[src/rtl/sdram_cmd_checker_pkg.sv]
// Shared definitions for the SDRAM command-bus checker: pin encodings, command and
// error codes, init states and default timing limits.
package sdram_cmd_checker_pkg;

  localparam int unsigned CNT_W = 14;

  localparam int unsigned DEF_T_PWRUP = 13333;
  localparam int unsigned DEF_T_RP    = 3;
  localparam int unsigned DEF_T_RRC   = 9;
  localparam int unsigned DEF_T_RCD   = 3;
  localparam int unsigned DEF_T_MRD   = 2;
  localparam int unsigned DEF_T_DAL   = 5;
  localparam int unsigned DEF_T_REFI  = 1040;

  // {CKE,CS,RAS,CAS,WE}
  localparam logic [4:0] PIN_NOP  = 5'b10111;
  localparam logic [4:0] PIN_ACT  = 5'b10011;
  localparam logic [4:0] PIN_WR   = 5'b10100;
  localparam logic [4:0] PIN_RD   = 5'b10101;
  localparam logic [4:0] PIN_BSTP = 5'b10110;
  localparam logic [4:0] PIN_PR   = 5'b10010;
  localparam logic [4:0] PIN_AR   = 5'b10001;
  localparam logic [4:0] PIN_LMR  = 5'b10000;

  typedef enum logic [2:0] {
    CMD_NOP  = 3'd0,
    CMD_ACT  = 3'd1,
    CMD_WR   = 3'd2,
    CMD_RD   = 3'd3,
    CMD_BSTP = 3'd4,
    CMD_PR   = 3'd5,
    CMD_AR   = 3'd6,
    CMD_LMR  = 3'd7
  } cmd_e;

  typedef enum logic [3:0] {
    ERR_NONE       = 4'd0,
    ERR_INIT_ORDER = 4'd1,
    ERR_TRP        = 4'd2,
    ERR_TRRC       = 4'd3,
    ERR_TRCD       = 4'd4,
    ERR_TMRD       = 4'd5,
    ERR_ROW_STATE  = 4'd6,
    ERR_ROW_OPEN   = 4'd7,
    ERR_TDAL       = 4'd8,
    ERR_REFI       = 4'd9
  } err_e;

  typedef enum logic [2:0] {
    ST_PWRUP,
    ST_W_PR,
    ST_W_AR0,
    ST_W_AR1,
    ST_W_LMR,
    ST_READY
  } init_state_e;

  // Deselected (CS=1) or clock-suspended (CKE=0) pins match no pattern and fall to NOP.
  function automatic cmd_e decode_cmd(input logic [4:0] pins);
    cmd_e c;
    c = CMD_NOP;
    case (pins)
      PIN_NOP:  c = CMD_NOP;
      PIN_ACT:  c = CMD_ACT;
      PIN_WR:   c = CMD_WR;
      PIN_RD:   c = CMD_RD;
      PIN_BSTP: c = CMD_BSTP;
      PIN_PR:   c = CMD_PR;
      PIN_AR:   c = CMD_AR;
      PIN_LMR:  c = CMD_LMR;
      default:  c = CMD_NOP;
    endcase
    return c;
  endfunction

endpackage

[src/rtl/sdram_cmd_checker_gap_cnt.sv]
// Saturating cycle counter: loads 1 on the cycle after its command, then counts up
// and sticks at all-ones.
module sdram_gap_cnt
  import sdram_cmd_checker_pkg::*;
#(
  parameter int unsigned W = CNT_W
) (
  input  logic         clk,
  input  logic         rst_n,
  input  logic         clr,
  output logic [W-1:0] cnt
);

  always_ff @(posedge clk or negedge rst_n) begin
    if (!rst_n) begin
      cnt <= '0;
    end else if (clr) begin
      cnt <= W'(1);
    end else if (cnt != '1) begin
      cnt <= cnt + 1'b1;
    end
  end

endmodule

[config.mk]
export PLATFORM = sky130hd
export DESIGN_NAME = sdram_gap_cnt
export DESIGN_NICKNAME = d
export VERILOG_FILES = /design/src/rtl/sdram_cmd_checker_pkg.sv /design/src/rtl/sdram_cmd_checker_gap_cnt.sv
export SDC_FILE = /design/constraint.sdc
export NUM_CORES = 1
export LEC_CHECK = 0
export ABC_AREA = 1
export BUFFER_PORTS_ARGS = -buffer_cell sky130_fd_sc_hd__buf_2
export CORE_AREA = 2 2 43 45
export CTS_CLUSTER_DIAMETER = 200
export DETAILED_ROUTE_END_ITERATION = 10
export DIE_AREA = 0 0 45 47
export HOLD_SLACK_MARGIN = 0.02
export PLACE_DENSITY = 0.77
export SYNTH_ARGS = -nofsm -noshare
export SYNTH_HDL_FRONTEND = slang
export SYNTH_SLANG_ARGS = --single-unit
[constraint.sdc]
create_clock -name clk -period 2.95 [get_ports clk]
set_input_delay 0 -clock clk [delete_from_list [all_inputs] [get_ports clk]]
set_output_delay 0 -clock clk [all_outputs]
set_load 0.01 [all_outputs]
## Yosys cells after proc, flatten, opt, wreduce, memory -nomap -nowiden

Cells that the tools add are included.

- Add/subtract/negate cells: 1
- Eq/ne operators: 1
- Multiplexer cells: 2
- Reductions and logical operators: 1

Operator list:

| kind | number |
|---|---|
| $mux W14 | 2 |
| $add A14 B1 Y14 const B | 1 |
| $ne A14 B14 Y1 const B | 1 |
| $reduce_bool A2 Y1 | 1 |

- Bits in registers: 14
- Input port bits: 3
- Output and inout port bits: 14
- Logic and storage cells: 6

## Depth between registers and ports, before layout

Gate-level depths: netlist of the first run.

- Word-level depth: 3
- Depth in mapped cells: 7
- Depth with buffers taken out: 7

## Worst setup path after synthesis of the first run

OpenSTA, ideal clock, no wires.

- Path kind: reg2reg
- From: register cnt[0]
- To: register cnt[6]
- Setup time: 123 ps
- Data arrival time: 1212 ps
- Data required time: 2827 ps
- Slack: 1615 ps
- Stages on the path, launching flop included: 8
- Path buffers: 1
- Period minus slack after synthesis: 1335 ps
- Path through: dfrtp_1 ha_1 nand2_2 nor2_4 nand2_2 nand3b_4 buf_6 nand2_1

- Word-level cells in the longest chain between the ends: 3
- Elaborated cells on any way between the ends: 5
- Those cells by class: add/sub: 1; eq/ne: 1; mux: 2; reduce/logical: 1

Ends and longest elaborated chain:

| element | RTL line | RTL |
|---|---|---|
| from (decl) | sdram_cmd_checker_gap_cnt.sv:11 | `output logic [W-1:0] cnt` |
| from (signal assigned) | sdram_cmd_checker_gap_cnt.sv:20 | `cnt <= cnt + 1'b1;` |
| $add A14 B1 Y14 | sdram_cmd_checker_gap_cnt.sv:20 |  |
| $mux W14 | sdram_cmd_checker_gap_cnt.sv:19 | `end else if (cnt != '1) begin` |
| $mux W14 | sdram_cmd_checker_gap_cnt.sv:17 | `end else if (clr) begin` |

Parallel ways exist; a longest one is shown, timed or not. The select of a mux whose other input is x is not followed.
A chain may end at the register's enable or synchronous reset.

## Final worst setup path of the first run

- From: register cnt[0]
- To: register cnt[1]

Same word-level chain as after synthesis.

==> results of run 1 <==
-- how the worst max path moves through the flow --
stage	from	endpoint	slack, ns	cells after the start
3_3_place_gp	cnt[0]	cnt[0]	1.54	7
4_1_cts	cnt[0]	cnt[1]	1.48	7
2_1_floorplan	cnt[0]	cnt[6]	1.61	7
6_report	cnt[0]	cnt[1]	1.49	7
3_5_place_dp	cnt[0]	cnt[1]	1.49	7
5_1_grt	cnt[0]	cnt[1]	1.33	7
-- per-stage QoR --
step,util [%],setup slack [ns],hold WS [ns],total power [mW],std cells
CTS,60.68,1.483,0.03221,0.3770,154
global placement,57.88,1.540,-0.08971,0.2369,149
finish,60.68,1.491,0.03492,0.3737,154
detailed placement,57.88,1.492,-0.08691,0.2377,149
global route,60.68,1.333,0.07111,0.3914,154
floorplan,-,1.615,-0.2956,0.2240,118
-- synth_stat cells, types with 2 or more instances --
library cell	n
nand2_1	31
nand3_1	16
dfrtp_1	14
nor2_1	14
inv_1	11
nand2_2	8
nand4_1	4
nor2_2	3
o21ai_0	3
a21oi_1	2
nor2_4	2
-- worst max-delay path, delay by kind of cell, from the launching register on --
kind | cells | cell delay [ns]
adders and majority gates | 1 | 0.20
DFF | 1 | 0.43
and+or+nand+nor | 6 | 0.71
-- per-layer routing --
metal / global-route usage (%) / share of wire, %
met4: 10.59 / 1.9
met5: 0 / 0
met1: 25.59 / 44
met2: 33.14 / 48
met3: 2.308 / 6.1
-- kinds of logic after synthesis --
| logic type | share of synthesized area, % |
|---|---|
| flops | 40.29 |
| simple gates | 45.76 |
| xor+xnor | 1.007 |
| compound gates | 4.605 |
| buf+inv | 6.906 |
| fa+ha+maj | 1.439 |
-- layout make-up --
cell class                      count  area, um2  area share, %
Clock buffer                        4      36.28          3.620
Inverter                           12      45.04          4.494
Multi-Input combinational cell     90      459.2          45.82
Sequential cell                    14      350.3          34.96
Tap cell                           17      21.27          2.122
Timing Repair Buffer               17      90.09          8.989
-- report_power, final --
part / switching, mW / internal (mW)
registers: 0.00601 / 0.196
clock network: 0.0639 / 0.0752
logic: 0.0211 / 0.0111
total: 0.0911 / 0.283
==> run metrics, run 1 <==
setup TNS 0 ns; GR Util All Layers 19.97%; reg-to-reg endpoint cnt[1]; DP Area 955.9 um2; register area share after synthesis 40.29%; max_cap viols 0; Fmax achieved 0.6854 GHz; Routed WL per cell 12.06 um; Finished Cell Area 1002 um2; # H-tree levels 1; Die Wd 45 um; IO buf count 16; dominant cell type by area after synthesis dfrtp_1; Regs by FF count cnt: 14 flops; area of the core 1652 um2; Worst setup EP type flip-flop; hold path depth 4; clock root buffer clkbuf_4; Hold Vio Cnt, Final 0; Initial Util 52.65%; Clock Latency Late Sink 0.28 ns; post_cts resized 0; Synth Warn # 0; relative slew slack 68.42%; top cells by area, synth dfrtp_1 40%, nand2_1 13%, nand3_1 9.2%; post-synthesis register bit count 14; Die H 47 um; drt initial violations 12; Hold Path Class input port to flip-flop; top_reg_cell synth dfrtp_1; DIE AREA 2115 um2; vias in the first global route 726; Slowest-stage cell, CP dfrtp_1; most common cell after layout, fill and taps aside nand2_1; Placer Congestion 0.8916; Total Wirelength 1.857 mm; largest net degree at the start of global routing 15; max reg flops 14; worst path cell trace ha_1 > nand2_2 > nor2_4 > nand2_2 > nand3b_4 > nand2_1 > nand2_1; Critical Path Fanout Max 12; CTS tree built; status complete, no violations; Worst Hold Endpoint cnt[1]; hold buffers post-CTS 1; Max rail drop VDD 279.1 uV; Final Cycle Share 49.45%; Residual DRC 0; critical path arrival 1.64 ns; FF-to-FF path depth 7; Mapped Cells 118; nets 142; count of final setup violators 0; row count 15; syn nets 122; Async S/R FF share, synth 100.0%; Clock Sinks 14; antenna diode count 0; RSZ-0062 raised after global routing no; First-pass DRT Iterations 4; Max Clock Skew 0.006138 ns; Crit path required time 3.13 ns; first-pass GRT wire length 3.056 mm; vias 843; share of layout cells above drive strength 1 25.55%; flop2flop setup slack 1.49 ns; grt ovf 0; Inserted Clock Buffers 3; I/O pin cnt 17; P per Cell Area 372.9 nW/um2; initial antenna violation count 0; Post-synth EDFFs 0; CTS max path bufs 2; Worst Hold Launch clr; Post-DP HPWL 1.378 mm; r2r startpoint cnt[0]; Fill cells 159; Post CTS Setup Buffer Count 0; Slew @ Worst Pin 0.4732 ns; Synth top area share 40.29%; max incr delay on CP 0.43 ns; Vias/cell 5.474; Distinct cells, synth 21; Avg Cell Area, Syn 7.369 um2; Startpoint Class flip-flop; Biggest register cnt; Final Critical Period 1.459 ns; post-synthesis cell area 869.6 um2; Worst-path clk slew 0.08 ns; P_leak 0.5617 nW; final count of pins violating max slew 0; area grow syn2layout 15.25%; final antenna-violating net count 0; critical path type flip-flop to flip-flop; most frequent cells in the layout 31 x nand2_1, 16 x nand3_1, 16 x buf_2
No activity file was read; power rests on OpenSTA's default activity.
==> inputs of run 2 (changes only) <==
--- a/config.mk
+++ b/config.mk
@@ -7,12 +7,12 @@
 export LEC_CHECK = 0
 export ABC_AREA = 1
 export BUFFER_PORTS_ARGS = -buffer_cell sky130_fd_sc_hd__buf_2
-export CORE_AREA = 2 2 43 45
+export CORE_AREA = 2 2 47 49
 export CTS_CLUSTER_DIAMETER = 200
 export DETAILED_ROUTE_END_ITERATION = 10
-export DIE_AREA = 0 0 45 47
+export DIE_AREA = 0 0 49 51
 export HOLD_SLACK_MARGIN = 0.02
-export PLACE_DENSITY = 0.77
+export PLACE_DENSITY = 0.68
 export SYNTH_ARGS = -nofsm -noshare
 export SYNTH_HDL_FRONTEND = slang
 export SYNTH_SLANG_ARGS = --single-unit
==> constraint.sdc (replaced) <==
create_clock -name clk -period 1.2 [get_ports clk]
set_input_delay 0 -clock clk [delete_from_list [all_inputs] [get_ports clk]]
set_output_delay 0 -clock clk [all_outputs]
set_load 0.01 [all_outputs]
==> run metrics, run 2 (same netlist as run 1, synthesis figures left out) <==
Worst-path clk slew 0.09 ns; first-pass GRT wire length 4.036 mm; max reg flops 14; max_cap viols 0; most frequent cells in the layout 28 x nand2_1, 16 x buf_2, 16 x buf_4; critical path arrival 1.56 ns; First-pass DRT Iterations 4; Slew @ Worst Pin 0.3640 ns; Crit path required time 1.40 ns; Worst setup EP type flip-flop; vias in the first global route 934; grt ovf 0; Fmax achieved 0.7377 GHz; area grow syn2layout 44.75%; Die H 51 um; GR Util All Layers 21.59%; status complete, but fails checks; PnR worst setup slack -0.1556 ns; Routed WL per cell 13.71 um; Initial Util 42.15%; Slowest-stage cell, CP dfrtp_1; critical path type flip-flop to flip-flop; DIE AREA 2499 um2; Startpoint Class flip-flop; initial antenna violation count 0; most common cell after layout, fill and taps aside nand2_1; nets 162; Post-DP HPWL 1.733 mm; worst path cell trace buf_4 > buf_6 > nand2_2 > nor2_4 > nand4_1 > nor2_1 > nor2_1; Placer Congestion 0.8240; Hold Path Class input port to async pin; drt initial violations 28; flop2flop setup slack -0.16 ns; sequential power share 49.5%; CTS tree built; row count 17; cell-internal power 0.7388 mW; failing checks setup timing; Clock Latency Late Sink 0.30 ns; reg-to-reg endpoint cnt[13]; Final Critical Period 1.356 ns; setup TNS -1.125 ns; Vias/cell 5.286; Max rail drop VDD 657.9 uV; Final Cycle Share 113.0%; # H-tree levels 1; Die Wd 49 um; Clock Sinks 14; Switching Share 26.94%; total power 1.011 mW; final count of pins violating max slew 0; Gate power share 14.7%; final antenna-violating net count 0; clock root buffer clkbuf_4; Max Clock Skew 0.002953 ns; RSZ-0062 raised after global routing yes; CP dominant cell by count nor2_1; max incr delay on CP 0.41 ns; r2r startpoint cnt[1]; count of final setup violators 14; area of the core 2063 um2; IO buf count 16; share of layout cells above drive strength 1 42.04%; net switching component of the power 0.2724 mW; Biggest register cnt; clock share of power 35.8%; vias 978; antenna diode count 0; Residual DRC 0; Regs by FF count cnt: 14 flops; P per Cell Area 803.4 nW/um2; Hold Vio Cnt, Final 0; Inserted Clock Buffers 3; dpl ws -0.1469 ns; Total Wirelength 2.536 mm; I/O pin cnt 17; relative slew slack 75.71%; largest net degree at the start of global routing 15; Critical Path Fanout Max 8; CTS max path bufs 2; FF-to-FF path depth 7; P_leak 0.6936 nW
==> run 2: cell type report <==
| cell class | count | area (um2) |
|---|---|---|
| Clock buffer | 4 | 36.28 |
| Fill cell | 209 | 804.5 |
| Inverter | 12 | 45.04 |
| Multi-Input combinational cell | 91 | 548.0 |
| Sequential cell | 14 | 351.6 |
| Tap cell | 28 | 35.03 |
| Timing Repair Buffer | 36 | 242.7 |
==> run 2: worst max-delay path, delay by kind of cell (launching register included) <==
family,cells,cell delay [ns]
buffers and inverters,2,0.23
flip-flops,1,0.41
AND/OR/NAND/NOR,5,0.63
==> run 2: layer usage <==
layer	part of all wire, %	track usage [%]	vias up
li1	-	-	461
met1	39	24.54	476
met2	52	36.76	27
met3	4.3	3.509	14
met4	4.1	16.19	0
met5	0	0	-
==> run 2: power by group through the flow <==
| stage | registers, mW | logic [mW] | clock network [mW] |
|---|---|---|---|
| after floorplan | 0.511 | 0.0398 | 0 |
| after global placement | 0.502 | 0.101 | 0 |
| after detailed placement | 0.503 | 0.102 | 0 |
| after CTS | 0.498 | 0.116 | 0.355 |
| after global routing | 0.501 | 0.164 | 0.374 |
| final | 0.500 | 0.149 | 0.362 |
==> run 2: metrics by stage <==
step	util, %	hold slack (ns)	instances	cell area (um2)
after global placement	52.88	-0.08606	176	1091
after CTS	57.97	0.1360	182	1196
final	61.01	0.1109	185	1259
after floorplan	-	-0.2956	118	870.8
after detailed placement	52.88	-0.08559	176	1091
after global routing	61.01	0.1478	185	1259
==> run 2: worst max path at each step <==
stage	start	to	cells after the start
floorplan	cnt[0]	cnt[6]	7
global placement	cnt[0]	cnt[1]	7
detailed placement	cnt[0]	cnt[10]	7
CTS	cnt[1]	cnt[12]	8
global route	cnt[0]	cnt[12]	8
finish	cnt[1]	cnt[13]	7
==> run 2: repair_timing <==
action | CTS | global route
cloned | 1 | 0
resized for setup | 10 | 12
setup buffers | 0 | 3
pin swaps | 3 | 15
hold buffers | 2 | 0
setup endpoints to repair | 14 | 14
hold endpoints to repair | 15 | 0
